$ cat src/rtl/lcd_hd44780_ctrl.sv
// HD44780 4-bit write-only sequencer: autonomous power-on init, then byte writes via valid/ready.
// Optional LCD_CMD_FIFO_EN queues up to 4 {rs,data} entries in front of the sequencer.
module lcd_hd44780_ctrl #(
   parameter int POWERON_CYCLES    = 1_080_000,
   parameter int SETUP_CYCLES      = 2,
   parameter int E_CYCLES          = 12,
   parameter int HOLD_CYCLES       = 2,
   parameter int CMD_WAIT_CYCLES   = 1_080,
   parameter int CLEAR_WAIT_CYCLES = 44_280
) (
   input  logic       clock,
   input  logic       reset,
   input  logic       cmd_valid,
   output logic       cmd_ready,
   input  logic       cmd_rs,
   input  logic [7:0] cmd_data,
   output logic       init_done,
   output logic       busy,
   output logic       lcd_rs,
   output logic       lcd_rw,
   output logic       lcd_e,
   output logic [3:0] lcd_db
);
   localparam int NIB_CYCLES = SETUP_CYCLES + E_CYCLES + HOLD_CYCLES;
   localparam int MAX_A = (POWERON_CYCLES > CLEAR_WAIT_CYCLES) ? POWERON_CYCLES : CLEAR_WAIT_CYCLES;
   localparam int MAX_B = (CMD_WAIT_CYCLES > NIB_CYCLES) ? CMD_WAIT_CYCLES : NIB_CYCLES;
   localparam int MAXC  = (MAX_A > MAX_B) ? MAX_A : MAX_B;
   localparam int CW    = (MAXC > 1) ? $clog2(MAXC) : 1;

   localparam logic [CW-1:0] PWR_LAST   = CW'(POWERON_CYCLES - 1);
   localparam logic [CW-1:0] SETUP_LAST = CW'(SETUP_CYCLES - 1);
   localparam logic [CW-1:0] E_LAST     = CW'(E_CYCLES - 1);
   localparam logic [CW-1:0] HOLD_LAST  = CW'(HOLD_CYCLES - 1);
   localparam logic [CW-1:0] NIB_LAST   = CW'(NIB_CYCLES - 1);
   localparam logic [CW-1:0] CMD_LAST   = CW'(CMD_WAIT_CYCLES - 1);
   localparam logic [CW-1:0] CLR_LAST   = CW'(CLEAR_WAIT_CYCLES - 1);
   localparam logic [CW-1:0] E_FIRST    = CW'(SETUP_CYCLES);
   localparam logic [CW-1:0] E_END      = CW'(SETUP_CYCLES + E_CYCLES);

   typedef enum logic [3:0] {
      PWRON, INIT_NIB, INIT_WAIT, INIT_BYTE, IDLE, NIB_SETUP, NIB_E, NIB_HOLD, BYTE_WAIT
   } state_t;

   state_t        state, state_n;
   logic [CW-1:0] cnt, cnt_n;
   logic [2:0]    idx, idx_n;       // 0-3: init nibbles, 4-7: init bytes
   logic          low_q, low_n;
   logic [8:0]    byte_q, byte_n;   // {rs, data} of the byte in flight
   logic          done_n, e_n, rs_n;
   logic [3:0]    db_n;
   logic          load, load_rs;
   logic [7:0]    load_data;
   logic          take, take_rs;
   logic [7:0]    take_data;
   logic [CW-1:0] wait_last;

   function automatic logic [7:0] init_byte(input logic [1:0] i);
      case (i)
         2'd0:    init_byte = 8'h28;
         2'd1:    init_byte = 8'h0C;
         2'd2:    init_byte = 8'h01;
         default: init_byte = 8'h06;
      endcase
   endfunction

`ifdef LCD_CMD_FIFO_EN
   logic [8:0] fifo_mem [4];
   logic [1:0] wr_ptr, rd_ptr;
   logic [2:0] fifo_cnt;
   logic       fifo_full, fifo_empty, push;

   assign fifo_full  = (fifo_cnt == 3'd4);
   assign fifo_empty = (fifo_cnt == 3'd0);
   assign cmd_ready  = !fifo_full;
   assign push       = cmd_valid && !fifo_full;
   assign take       = init_done && (state == IDLE) && !fifo_empty;
   assign take_rs    = fifo_mem[rd_ptr][8];
   assign take_data  = fifo_mem[rd_ptr][7:0];
   assign busy       = (state != IDLE) || !fifo_empty;

   always_ff @(posedge clock) begin
      if (reset) begin
         wr_ptr   <= 2'd0;
         rd_ptr   <= 2'd0;
         fifo_cnt <= 3'd0;
      end else begin
         if (push) wr_ptr <= wr_ptr + 2'd1;
         if (take) rd_ptr <= rd_ptr + 2'd1;
         fifo_cnt <= fifo_cnt + {2'b00, push} - {2'b00, take};
      end
   end

   always_ff @(posedge clock) begin
      if (push) fifo_mem[wr_ptr] <= {cmd_rs, cmd_data};
   end
`else
   assign cmd_ready = init_done && (state == IDLE);
   assign take      = cmd_valid && cmd_ready;
   assign take_rs   = cmd_rs;
   assign take_data = cmd_data;
   assign busy      = (state != IDLE);
`endif

   // Clear and home need the long settle time; everything else the short one.
   assign wait_last = (!byte_q[8] && (byte_q[7:0] == 8'h01 || byte_q[7:0] == 8'h02)) ? CLR_LAST : CMD_LAST;

   always_comb begin
      state_n   = state;
      cnt_n     = cnt + 1'b1;
      idx_n     = idx;
      low_n     = low_q;
      byte_n    = byte_q;
      done_n    = init_done;
      rs_n      = lcd_rs;
      db_n      = lcd_db;
      load      = 1'b0;
      load_rs   = 1'b0;
      load_data = 8'h00;
      case (state)
         PWRON: if (cnt == PWR_LAST) begin
            state_n = INIT_NIB;
            cnt_n   = '0;
            rs_n    = 1'b0;
            db_n    = 4'h3;
         end
         INIT_NIB: if (cnt == NIB_LAST) begin
            state_n = INIT_WAIT;
            cnt_n   = '0;
         end
         INIT_WAIT: if (cnt == CLR_LAST) begin
            cnt_n = '0;
            if (idx == 3'd3) begin
               idx_n     = 3'd4;
               load      = 1'b1;
               load_data = init_byte(2'd0);
            end else begin
               idx_n   = idx + 3'd1;
               state_n = INIT_NIB;
               db_n    = (idx == 3'd2) ? 4'h2 : 4'h3;
            end
         end
         INIT_BYTE: if (cnt == wait_last) begin
            cnt_n = '0;
            if (idx == 3'd7) begin
               state_n = IDLE;
               done_n  = 1'b1;
            end else begin
               idx_n     = idx + 3'd1;
               load      = 1'b1;
               load_data = init_byte(idx[1:0] + 2'd1);
            end
         end
         NIB_SETUP: if (cnt == SETUP_LAST) begin
            state_n = NIB_E;
            cnt_n   = '0;
         end
         NIB_E: if (cnt == E_LAST) begin
            state_n = NIB_HOLD;
            cnt_n   = '0;
         end
         NIB_HOLD: if (cnt == HOLD_LAST) begin
            cnt_n = '0;
            if (!low_q) begin
               low_n   = 1'b1;
               state_n = NIB_SETUP;
               db_n    = byte_q[3:0];
            end else begin
               state_n = init_done ? BYTE_WAIT : INIT_BYTE;
            end
         end
         BYTE_WAIT: if (cnt == wait_last) begin
            state_n = IDLE;
            cnt_n   = '0;
         end
         IDLE: begin
            cnt_n = '0;
            if (take) begin
               load      = 1'b1;
               load_rs   = take_rs;
               load_data = take_data;
            end
         end
         default: begin
            state_n = PWRON;
            cnt_n   = '0;
         end
      endcase

      if (load) begin
         state_n = NIB_SETUP;
         cnt_n   = '0;
         byte_n  = {load_rs, load_data};
         low_n   = 1'b0;
         rs_n    = load_rs;
         db_n    = load_data[7:4];
      end

      // lcd_e is registered from the next state so it lines up with the state register.
      e_n = (state_n == NIB_E) ||
            (state_n == INIT_NIB && cnt_n >= E_FIRST && cnt_n < E_END);
   end

   always_ff @(posedge clock) begin
      if (reset) begin
         state     <= PWRON;
         cnt       <= '0;
         idx       <= 3'd0;
         low_q     <= 1'b0;
         byte_q    <= 9'd0;
         init_done <= 1'b0;
         lcd_e     <= 1'b0;
         lcd_rs    <= 1'b0;
         lcd_db    <= 4'h0;
      end else begin
         state     <= state_n;
         cnt       <= cnt_n;
         idx       <= idx_n;
         low_q     <= low_n;
         byte_q    <= byte_n;
         init_done <= done_n;
         lcd_e     <= e_n;
         lcd_rs    <= rs_n;
         lcd_db    <= db_n;
      end
   end

   assign lcd_rw = 1'b0;

endmodule

$ cat config.mk
export PLATFORM = sky130hd
export DESIGN_NAME = lcd_hd44780_ctrl
export DESIGN_NICKNAME = d
export VERILOG_FILES = /design/src/rtl/lcd_hd44780_ctrl.sv
export SDC_FILE = /design/constraint.sdc
export NUM_CORES = 1
export LEC_CHECK = 0
export ABC_CLOCK_PERIOD_IN_PS = 2600
export CORE_MARGIN = 5
export CORE_UTILIZATION = 55
export CTS_CLUSTER_DIAMETER = 60
export DETAILED_ROUTE_END_ITERATION = 10
export DONT_BUFFER_PORTS = 1
export PLACE_DENSITY_LB_ADDON = 0.12
export REMOVE_ABC_BUFFERS = 1
export SLEW_MARGIN = 10
export SYNTH_ARGS = -nofsm -noshare
export SYNTH_HDL_FRONTEND = slang
export SYNTH_SLANG_ARGS = --single-unit
export TNS_END_PERCENT = 20
$ cat constraint.sdc
create_clock -name clock -period 2.6 [get_ports clock]
set_clock_uncertainty 0.1 [all_clocks]
set_input_delay 0.52 -clock clock [delete_from_list [all_inputs] [get_ports clock]]
set_output_delay 0.52 -clock clock [all_outputs]
set_load 0.02 [all_outputs]
==> out/summary.txt <==
=================================================================================
Status ............................................................. finished, violations left
Count of final hold-check violations ...............................            0
Clock tree sinks ...................................................           45
Post-synth ARST share ..............................................            0
Min Clock Period, post-route .......................................      2660 ps
Post-synth EDFFs ...................................................            0
#FFs+latches synth .................................................           45
Area added between synthesis and finish ............................        24.0%
Register clock-pin slew on the reported worst setup and hold paths .        90 ps
Worst Hold Slack ...................................................       175 ps
CP peak stage delay ................................................       380 ps
Count of antenna-violating nets left after detailed routing ........            0
Number of detailed-route iterations in the first pass ..............            5
Routed WL per cell .................................................      16.0 um
Final #Nets ........................................................          420
Met2 wire length ...................................................      3.33 mm
Detail-routed via count per cell ...................................         5.97
Routed metal-1 wirelength ..........................................      3.53 mm
Clock tree from TritonCTS ..........................................         done
Data required time at the worst endpoint ...........................      2720 ps
Placed wire-length estimate after detailed placement ...............      5.48 mm
Highest metal used .................................................         met4
Maximum vdd drop ...................................................       301 uV
Aggregate global routing overflow ..................................            0
Hold bufs inserted after CTS .......................................            0
Die outline area ...................................................    6650 um^2
Pin count of the biggest net entering global routing ...............           23
N_diodes ...........................................................            0
Cell Chain, Critical Path .......................................... buf_6 -> or3_4 -> nor4_4 -> buf_4 -> nand4_1 -> nand2b_1 -> buf_4 -> nor4_2 -> or3_1 -> o31ai_2
Starting DRT DRC Count .............................................          330
Utilization of the core after routing ..............................        0.693
Number of remaining DRC errors .....................................            0
CTS Buffer Depth ...................................................            2
Reg-to-reg startpoint ..............................................      cnt[17]
Critical path endpoint category ....................................     register
Top cells by area in the synthesized netlist ....................... sky130_fd_sc_hd__dfxtp_1, sky130_fd_sc_hd__nor2_1, sky130_fd_sc_hd__nand2_1
CTS HTree Levels ...................................................            2
Cell seen most often among critical-path stages .................... sky130_fd_sc_hd__buf_4
Highest attainable clock frequency .................................      376 MHz
Worst path setup slack after routing ...............................     -56.1 ps
Final estimated routing congestion in global placement .............        0.933
Leakage power figure ...............................................   0.00137 uW
Critical-path maximum fanout .......................................            7
Routed length on met3 ..............................................       453 um
Number of warnings reported in the yosys synthesis log .............            0
First-pass GRT wire length .........................................      12.0 mm
Part of the Yosys area used for sequential elements ................        0.320
Antenna violations before repair ...................................            0
I/O pin count ......................................................           22
Count of cell types in the netlist .................................           62
WL final ...........................................................      7.50 mm
Crit. Startpoint ...................................................      cnt[17]
CP Launch Type .....................................................     register
Die boundary width .................................................      81.6 um
Gate count after technology mapping ................................          361
Overall fraction of global-route tracks in use .....................        0.233
Placeable Area .....................................................    5040 um^2
Starting utilization of the core area ..............................        0.559
Failing checks ..................................................... setup timing
Setup slack at placement ...........................................      -186 ps
Area leader, netlist ............................................... sky130_fd_sc_hd__dfxtp_1
Area of the mapped netlist .........................................    2820 um^2
Top cell type's share of synthesized area ..........................        0.320
Worst-skew pair later-pin latency ..................................       300 ps
Unrepaired setup endpoints after global routing ....................         true
Kind of critical path ..............................................      reg2reg
Master cell of the clock root buffer ............................... sky130_fd_sc_hd__clkbuf_8
Synthesized area per cell ..........................................    7.80 um^2
Number of maximum-capacitance violations ...........................            0
Arrival time worst endpoint ........................................      2770 ps
Post-synth top flop ................................................ sky130_fd_sc_hd__dfxtp_1
TritonCTS buffer count .............................................            5
IO Port Bufs .......................................................            0
Number of endpoints failing setup at the final stage ...............            1
Start point of the worst hold path .................................        reset
Die H ..............................................................      81.6 um
Cell with the biggest individual delay on the critical path ........ sky130_fd_sc_hd__or3_4
Final-report max-slew violation count ..............................            0
Via count of the routed design .....................................        2,799
Power density over the cells .......................................  395 nW/um^2
Number of core rows ................................................           26
Vias in the first global route .....................................        2,468
Ratio of final minimum period to clock period ......................         1.02
Worst hold-check path type .........................................       in2reg
Share of cells above drive strength 1 ..............................        0.246
=================================================================================
-- sequential cells by signal (all words and copies together), names as in the netlist --
register	cells
byte_q	9
init_done	1
lcd_db	4
lcd_rs	1
low_q	1
lcd_e	1
idx	3
cnt	21
state	4
-- where the power goes --
group          total [uW]  internal (uW)  leakage [uW]  switching (uW)
logic                60.8           27.1      0.000933            33.7
clock network         622            382     0.0000681             240
registers             696            693      0.000364            3.15
total                1380           1100       0.00137             277
-- Yosys cell counts (all sizes together) (5+ instances only) --
cell and n:
nand3 13, clkbuf 13, nor2 49, a211oi 5, a31oi 7, xor2 10
nor3 13, nand4 9, nor4 10, nand2 37, buf 11, dfxtp 45
xnor2 14, a21oi 19, ha 10, a22oi 6, o21ai 9, and2 5
and3 7, inv 14, nor2b 6
-- cell type report --
type	instances	area, um^2
Tap cell	70	87.6
Clock inverter	3	65.1
Multi-Input combinational cell	278	1900
Inverter	14	52.6
Sequential cell	45	905
Clock buffer	5	68.8
Timing Repair Buffer	54	413
Fill cell	412	1550
-- cells in the final DEF, fill, tap and decap left out, types with 6 or more instances in the layout --
master,count
sky130_fd_sc_hd__dfxtp_1,42
sky130_fd_sc_hd__nor3_1,12
sky130_fd_sc_hd__o21ai_0,7
sky130_fd_sc_hd__nor2_1,47
sky130_fd_sc_hd__xnor2_1,14
sky130_fd_sc_hd__and3_1,7
sky130_fd_sc_hd__a31oi_1,7
sky130_fd_sc_hd__a22oi_1,6
sky130_fd_sc_hd__nand2_1,35
sky130_fd_sc_hd__buf_4,52
sky130_fd_sc_hd__inv_1,14
sky130_fd_sc_hd__ha_1,10
sky130_fd_sc_hd__nand3_1,10
sky130_fd_sc_hd__xor2_1,10
sky130_fd_sc_hd__a21oi_1,19
sky130_fd_sc_hd__nand4_1,9
-- path summary, 6_finish.rpt --
| kind | depth (start not counted) | endpoint | slack [ps] |
|---|---|---|---|
| max | 10 | lcd_e | -60 |
| min | 1 | byte_q[8] | 180 |
| max reg2reg | 10 | lcd_e | -60 |
| min reg2reg | 2 | byte_q[5] | 350 |
-- cell families after synthesis --
logic type | Yosys count | share of synthesized area
flops | 45 | 0.320
compound gates | 69 | 0.169
xor+xnor | 24 | 0.0746
buf+inv | 38 | 0.0560
fa+ha+maj | 10 | 0.0444
mux | 3 | 0.0115
other cells | 1 | 0.00133
simple gates | 171 | 0.323
-- metrics by stage --
stage               area [um^2]  setup TNS [ps]  instances  power, uW
floorplan                  2710           -7750        337        749
global placement           3160            -169        455        769
detailed placement         3160            -186        455        770
CTS                        3360               0        465       1390
global route               3490            -743        469       1430
finish                     3490           -56.1        469       1380
-- critical path, delay by kind of cell (launching register included) --
family,cells,cell delay [ps]
DFF,1,340
AOI/OAI and AO/OA,1,170
and+or+nand+nor,6,1510
buffers and inverters,3,450
-- timing repair --
item / 4_1_cts / 5_1_grt
gates cloned: 0 / 0
pin swaps: 4 / 6
hold endpoints to repair: 0 / 0
gates resized for setup: 9 / 23
setup endpoints to repair: 1 / 27
buffers inserted: 2 / 4
-- per-layer routing --
| layer | vias up | global-route usage |
|---|---|---|
| met5 | - | 0 |
| met4 | 0 | 0.0878 |
| met3 | 18 | 0.0461 |
| met2 | 117 | 0.332 |
| met1 | 1297 | 0.343 |
| li1 | 1367 | - |
(Power assumes the default switching activity.)
